<file path="config.mk">
export PLATFORM = sky130hd
export DESIGN_NAME = ex_muldiv_unit
export DESIGN_NICKNAME = d
export VERILOG_FILES = /design/src/rtl/ex_muldiv_unit.sv
export SDC_FILE = /design/constraint.sdc
export NUM_CORES = 2
export LEC_CHECK = 0
export CAP_MARGIN = 0
export CORE_ASPECT_RATIO = 1.25
export CORE_MARGIN = 1
export CORE_UTILIZATION = 62
export CTS_CLUSTER_SIZE = 30
export DETAILED_ROUTE_END_ITERATION = 6
export GPL_ROUTABILITY_DRIVEN = 0
export PLACE_DENSITY = 0.8
export SLEW_MARGIN = 25
export SYNTH_ARGS = -nofsm -noshare
export SYNTH_HDL_FRONTEND = slang
export SYNTH_SLANG_ARGS = --single-unit
export TNS_END_PERCENT = 20
</file>
<file path="constraint.sdc">
create_clock -name clk -period 8.7 [get_ports clk]
set_clock_uncertainty 0.2 [all_clocks]
set_input_delay 0.87 -clock clk [delete_from_list [all_inputs] [get_ports clk]]
set_output_delay 0.87 -clock clk [all_outputs]
set_load 0.01 [all_outputs]
</file>
<file path="src/rtl/ex_muldiv_unit.sv">
// Multi-cycle MULT/MULTU/DIV/DIVU engine for the EX stage.
// Works on operand magnitudes and applies signs at the end; divide is a 32-step restoring loop.
module ex_muldiv_unit #(
  parameter int MUL_STAGES = 2,
  parameter int DIV_ITERS  = 32
) (
  input  logic        clk,
  input  logic        rset,
  input  logic        start,
  input  logic [1:0]  op,
  input  logic        flush,
  input  logic [31:0] operand_a,
  input  logic [31:0] operand_b,
  output logic        stall_req,
  output logic        busy,
  output logic        done,
  output logic [63:0] hilo_out
);

  typedef enum logic [2:0] {S_IDLE, S_MUL, S_DIV, S_FIXUP, S_DONE} state_t;

  localparam logic [5:0] MUL_LAST = 6'(MUL_STAGES - 1);
  localparam logic [5:0] DIV_LAST = 6'(DIV_ITERS - 1);

  function automatic logic [31:0] neg32(input logic [31:0] v);
    return ~v + 32'd1;
  endfunction

  function automatic logic [63:0] neg64(input logic [63:0] v);
    return ~v + 64'd1;
  endfunction

  state_t      state_q, state_d;
  logic [31:0] a_q, a_d;
  logic [31:0] b_q, b_d;
  logic [31:0] rem_q, rem_d;
  logic [63:0] prod_q, prod_d;
  logic [5:0]  cnt_q, cnt_d;
  logic        sgn_q, sgn_d;
  logic        sign_a_q, sign_a_d;
  logic        sign_b_q, sign_b_d;
  logic [63:0] hilo_q, hilo_d;

  logic [63:0] mul_mag, mul_src, mul_res;
  logic [32:0] rem_sh;
  logic        rem_ge;
  logic [31:0] quot_fix, rem_fix, lo_fix;

  assign mul_mag = {32'd0, a_q} * {32'd0, b_q};
  // With a single MUL cycle there is no earlier edge to register the product on.
  assign mul_src = (MUL_STAGES == 1) ? mul_mag : prod_q;
  assign mul_res = (sgn_q & (sign_a_q ^ sign_b_q)) ? neg64(mul_src) : mul_src;

  // a_q doubles as the dividend shift register and collects quotient bits from the right.
  assign rem_sh   = {rem_q, a_q[31]};
  assign rem_ge   = rem_sh >= {1'b0, b_q};
  assign quot_fix = (sgn_q & (sign_a_q ^ sign_b_q)) ? neg32(a_q) : a_q;
  assign rem_fix  = (sgn_q & sign_a_q) ? neg32(rem_q) : rem_q;
  assign lo_fix   = (b_q == 32'd0) ? 32'hFFFF_FFFF : quot_fix;

  always_comb begin
    state_d  = state_q;
    a_d      = a_q;
    b_d      = b_q;
    rem_d    = rem_q;
    prod_d   = prod_q;
    cnt_d    = cnt_q;
    sgn_d    = sgn_q;
    sign_a_d = sign_a_q;
    sign_b_d = sign_b_q;
    hilo_d   = hilo_q;
    if (flush) begin
      state_d = S_IDLE;
    end else begin
      case (state_q)
        S_IDLE, S_DONE: begin
          state_d = S_IDLE;
          if (start) begin
            sgn_d    = ~op[0];
            sign_a_d = ~op[0] & operand_a[31];
            sign_b_d = ~op[0] & operand_b[31];
            a_d      = (~op[0] & operand_a[31]) ? neg32(operand_a) : operand_a;
            b_d      = (~op[0] & operand_b[31]) ? neg32(operand_b) : operand_b;
            rem_d    = 32'd0;
            cnt_d    = 6'd0;
            state_d  = op[1] ? S_DIV : S_MUL;
          end
        end
        S_MUL: begin
          prod_d = mul_mag;
          cnt_d  = cnt_q + 6'd1;
          if (cnt_q == MUL_LAST) begin
            hilo_d  = mul_res;
            state_d = S_DONE;
          end
        end
        S_DIV: begin
          rem_d = rem_ge ? (rem_sh[31:0] - b_q) : rem_sh[31:0];
          a_d   = {a_q[30:0], rem_ge};
          cnt_d = cnt_q + 6'd1;
          if (cnt_q == DIV_LAST) state_d = S_FIXUP;
        end
        S_FIXUP: begin
          hilo_d  = {rem_fix, lo_fix};
          state_d = S_DONE;
        end
        default: state_d = S_IDLE;
      endcase
    end
  end

  always_ff @(posedge clk or posedge rset) begin
    if (rset) begin
      state_q  <= S_IDLE;
      a_q      <= '0;
      b_q      <= '0;
      rem_q    <= '0;
      prod_q   <= '0;
      cnt_q    <= '0;
      sgn_q    <= 1'b0;
      sign_a_q <= 1'b0;
      sign_b_q <= 1'b0;
      hilo_q   <= '0;
    end else begin
      state_q  <= state_d;
      a_q      <= a_d;
      b_q      <= b_d;
      rem_q    <= rem_d;
      prod_q   <= prod_d;
      cnt_q    <= cnt_d;
      sgn_q    <= sgn_d;
      sign_a_q <= sign_a_d;
      sign_b_q <= sign_b_d;
      hilo_q   <= hilo_d;
    end
  end

  assign stall_req = (start & (state_q == S_IDLE) & ~flush) |
                     (state_q == S_MUL) | (state_q == S_DIV) | (state_q == S_FIXUP);
  assign busy      = (state_q != S_IDLE);
  assign done      = (state_q == S_DONE);
  assign hilo_out  = hilo_q;

endmodule

</file>
Word-level counts from Yosys, hierarchy flattened
Index checks and enable logic that the tools add are counted.
{"block": "word_totals", "wordCells": 81, "in_bits": 70, "regBits": 236}
{"block": "classes", "bitwise_logic": 17, "mul": 1, "eq_ne": 10, "magnitude_cmp": 1, "n_mux": 21, "reduce_logical": 14, "n_addsub": 7}
{"operator": "32-bit two-way mux", "count": 8}
{"operator": "32-bit by 1-bit adder with 32-bit output (second input constant)", "count": 4}
{"operator": "64-bit two-way mux", "count": 2}
{"operator": "32-bit NOT", "count": 4}
{"operator": "32-bit one-hot mux with 2 select lines", "count": 2}
{"operator": "64-bit one-hot mux with 2 select lines", "count": 1}
{"operator": "64-bit by 1-bit adder with 64-bit output (second input constant)", "count": 1}
{"operator": "32-bit by 32-bit multiplier with 64-bit output", "count": 1}
{"operator": "64-bit NOT", "count": 1}
{"operator": "33-bit by 32-bit greater-or-equal comparator with 1-bit output", "count": 1}
{"operator": "32-bit logical NOT", "count": 1}
{"operator": "32-bit subtractor", "count": 1}
{"operator": "3-bit one-hot mux with 4 select lines", "count": 1}
{"operator": "6-bit one-hot mux with 2 select lines", "count": 1}
{"operator": "3-bit AND reduction", "count": 4}
{"operator": "3-bit two-way mux", "count": 3}
{"operator": "6-bit by 1-bit adder with 6-bit output (second input constant)", "count": 1}
{"operator": "1-bit bitwise AND", "count": 6}
{"operator": "3-bit by 2-bit equality test with 1-bit output (second input constant)", "count": 2}
{"operator": "6-bit by 1-bit equality test with 1-bit output (second input constant)", "count": 1}
{"operator": "6-bit by 5-bit equality test with 1-bit output (second input constant)", "count": 1}
{"operator": "6-bit two-way mux", "count": 1}
{"operator": "3-bit != test (second input constant)", "count": 2}
{"operator": "2-bit nonzero test", "count": 3}
{"operator": "other kinds (11)", "count": 18}

Longest topological paths before layout
{"block": "depth", "depth_word": 6, "depth_mapped": 32, "ltp_nobuf": 29}

Worst setup path before layout
No wires, ideal clock.
{"block": "synth_path", "path_kind": "flip-flop to flip-flop", "start": "register a_q[27]", "end": "register prod_q[62] (netlist: mul_src[62])", "stages_incl_launch_ff": 29, "arrival_time_ps": 7513, "setup_ps": 70, "n_path_buf": 3, "path_slack_ps": 916, "cell_sequence": "dfrtp_1 clkbuf_1 buf_1 nand2_1 fa_1 inv_1 fa_1 inv_1 fa_1 inv_1 fa_1 inv_1 fa_1 fa_1 fa_1 fa_1 inv_1 ha_1 buf_2 a21oi_1 o211ai_1 nor3_1 o31a_1 o21ai_0 a31oi_1 o41ai_1 o211ai_1 or4_1 nand3_1"}
{"block": "synth_between", "elab_chain_len": 1}
{"item": "start, declared", "line": "34", "source": "logic [31:0] a_q, a_d;"}
{"item": "start signal, assigned", "line": "115", "source": "a_q <= '0;"}
{"item": "start signal, assigned", "line": "126", "source": "a_q <= a_d;"}
{"item": "32-bit by 32-bit multiplier with 64-bit output", "line": "49", "source": "assign mul_mag = {32'd0, a_q} * {32'd0, b_q};"}
{"item": "end signal, assigned", "line": "129", "source": "prod_q <= prod_d;"}
{"item": "end, declared", "line": "37", "source": "logic [63:0] prod_q, prod_d;"}
No other way between the ends.
A chain may end at the register's enable or synchronous reset.

Worst setup path after layout
{"block": "layout_path", "start": "register b_q[16]", "end": "register prod_q[62] (netlist: mul_src[62])"}
{"block": "layout_between", "elab_chain_len": 1}
{"item": "start, declared", "line": "35", "source": "logic [31:0] b_q, b_d;"}
{"item": "start signal, assigned", "line": "116", "source": "b_q <= '0;"}
{"item": "start signal, assigned", "line": "127", "source": "b_q <= b_d;"}
{"item": "32-bit by 32-bit multiplier with 64-bit output", "line": "49"}
No other way between the ends.

==> run metrics <==
status=complete, no violations; share of cells above drive strength 1=0.05393; Synth-to-Final Area Change=8.189%; endpoints failing setup=0; r2r setup slk=0.10 ns; Die H=314.5 um; Netlist cell types=87; Final min period=8.600 ns; top-area cell type share of the netlist area=0.3708; cells after synthesis=5591; vias in the first global route=42.67k; WL final=155300 um; RSZ-0062 raised after global routing=false; clk slew on worst S/H paths=0.06 ns; Post-Syn Area=0.04843 mm^2; GRT met3 Usage=0.09980; Setup TNS=0 ns; number of synthesized flops with an enable pin=0; largest net degree at the start of global routing=118; final net count=6865; Slew HR=0.3042; first-pass GRT wire length=240200 um; total clock sinks=236; r2r endpoint=mul_src[62]; via count=41.15k; die area=0.07925 mm^2; top_reg_cell synth=dfrtp_1; Routed Antenna Nets=0; I/O pins=137; area leader, netlist=fa_1; Synthesis Warnings=0; syn_area_per_cell=8.663 um^2; Num CTS Buffers=29; met2 GRT Util=0.6240; post-synthesis sequential area ratio=0.1219; # port buffers=136; CP Capture Type=flop; initial antenna violation count=7; Starting DRT DRC Count=4148; final instance area=0.05240 mm^2; Filler Cell Count=6108; grt met1 use=0.4741; Post-route DRC=0; Worst setup endpoint=mul_src[62]; Req. time, crit path=9.05 ns; detailed placement HPWL=125100 um; Least-Margin Pin Slew=1.044 ns; Slew Limit Fails=0; initial core utilization=0.6265; critical hold path startpoint=hilo_out[41]; clock latency on the worst-skew pair=0.64 ns; routed vias/inst=6.176; Post-DP Area=0.05130 mm^2; Clk Tree Root Cell=clkbuf_16; clk buf depth=3; Synth async-reset ratio=1.000; gr usage total=0.4011; final worst slack=0.1001 ns; row count=114; period utilization=0.9885; Worst Hold Class=flop to flop; Worst EP arrival=8.95 ns; core area=0.07731 mm^2; endpoints failing hold=0; Startpoint Class=flop; worst slack, placed=0.2579 ns; Worst Setup SP=b_q[16]; CP max FO=18; Pre-antenna DRT Iters=6; H-tree depth=1; Synth Register Bits=236; kind of critical path=flop to flop; area occupied by multi-input gates=0.03786 mm^2; register area=0.005928 mm^2; Die W=252.0 um; GRT Residual Overflow=0; top post-synthesis cells by area=fa_1, dfrtp_1, ha_1; WL per Instance=23.30 um; f_max=116.3 MHz; CTS tree=built; Register-to-Register Path Depth=22; number of post-CTS setup repair buffers=0; R2R Path Start=b_q[16]; GR peak layer=met2; maxcap violations=0; Syn Nets=6861
==> worst max-delay path, cell delays in order (launching register included) <==
cell and delay, ns:
dfrtp_1 0.86, buf_4 0.36, inv_1 0.39, nor2_1 0.25, fa_1 0.46, ha_1 0.35, fa_1 0.45, ha_1 0.22
fa_1 0.49, inv_1 0.06, fa_1 0.53, inv_1 0.05, fa_1 0.53, fa_1 0.44, ha_1 0.40, nand2_1 0.14
nor3_1 0.47, a41o_2 0.34, a31oi_1 0.18, o41ai_1 0.46, o211ai_1 0.25, or4_1 0.52, nand3_1 0.09
==> registers in the layout, summed over array words and instances (netlist names) <==
| register | cells |
|---|---|
| mul_src | 64 |
| sgn_q | 1 |
| state_q | 3 |
| a_q | 32 |
| sign_b_q | 1 |
| rem_q | 32 |
| hilo_out | 64 |
| sign_a_q | 1 |
| b_q | 32 |
| cnt_q | 6 |
==> cell usage after synthesis, drive strengths merged, types with 9 or more instances <==
library cell  instances
and3                 16
nor4                 35
nor3                 48
fa                  897
mux2i                14
nand2               830
ha                  303
o31ai                44
o221ai                9
a21oi               211
clkbuf              297
a31oi                21
nor2b                11
nor2                249
nand2b               20
nand4                26
a21o                 39
buf                  51
o211ai               12
o22ai                37
or4                  17
o21bai               17
dfrtp               236
nand3                46
or3                  24
inv                 898
xnor2               153
xor2                109
a211oi               15
and2                469
o41ai                19
o21ai               329
==> kinds of logic (layout without fill, tap and decap cells) <==
logic type	after synthesis	in the layout	synth area share
AND/OR/NAND/NOR	1814	1814	0.1795
other	0	1	0
multiplexers	14	14	0.002893
adder cells (fa/ha/maj)	1200	1200	0.4490
buffers and inverters	1248	1275	0.09786
XOR/XNOR	262	262	0.04738
AO/OA/AOI/OAI	817	817	0.1014
flip-flops	236	236	0.1219
==> through the flow <==
stage / cells / util / hold WS [ns]
2_1_floorplan: 5591 / - / 0.2689
5_1_grt: 6662 / 0.6778 / 0.2995
3_3_place_gp: 6607 / 0.6635 / 0.2559
3_5_place_dp: 6607 / 0.6635 / 0.2593
6_report: 6663 / 0.6778 / 0.2694
4_1_cts: 6661 / 0.6770 / 0.2763
==> what timing repair did <==
item,CTS,global route
hold endpoints to repair,0,0
gates resized for setup,0,19
hold buffers,0,0
endpoints found under the setup margin,0,6
==> area by class of cell <==
class | instances | area share
flip-flops and latches | 236 | 0.1131
inverters | 900 | 0.06461
clock inverters | 21 | 0.005325
diodes | 1 | 0.00004776
well taps | 1044 | 0.02493
repair buffers | 321 | 0.05485
clock buffers | 33 | 0.01452
multi-input cells | 4107 | 0.7226
==> worst min path at each step <==
stage	depth (start not counted)	end
global route	2	hilo_out[6]
CTS	2	hilo_out[41]
global placement	2	hilo_out[50]
detailed placement	2	hilo_out[41]
floorplan	2	sign_b_q
finish	2	hilo_out[41]
==> per-layer routing <==
| metal | wire [um] | up-vias |
|---|---|---|
| li1 | - | 17380 |
| met1 | 51270 | 20260 |
| met2 | 69720 | 2659 |
| met3 | 18450 | 850 |
| met4 | 15810 | 4 |
| met5 | 27 | - |
==> layout by cell type (no fill, tap or decap), drive strengths merged, types with 153 or more instances in the layout <==
cell / Yosys / routed
ha: 303 / 303
inv: 898 / 903
o21ai: 329 / 329
dfrtp: 236 / 236
nor2: 249 / 249
nand2: 830 / 830
xnor2: 153 / 153
a21oi: 211 / 211
fa: 897 / 897
buf: 51 / 185
and2: 469 / 469
Power is left out: the tool's default activity adds up to more than one toggle a clock period on the data nets, which glitch-free logic cannot reach.
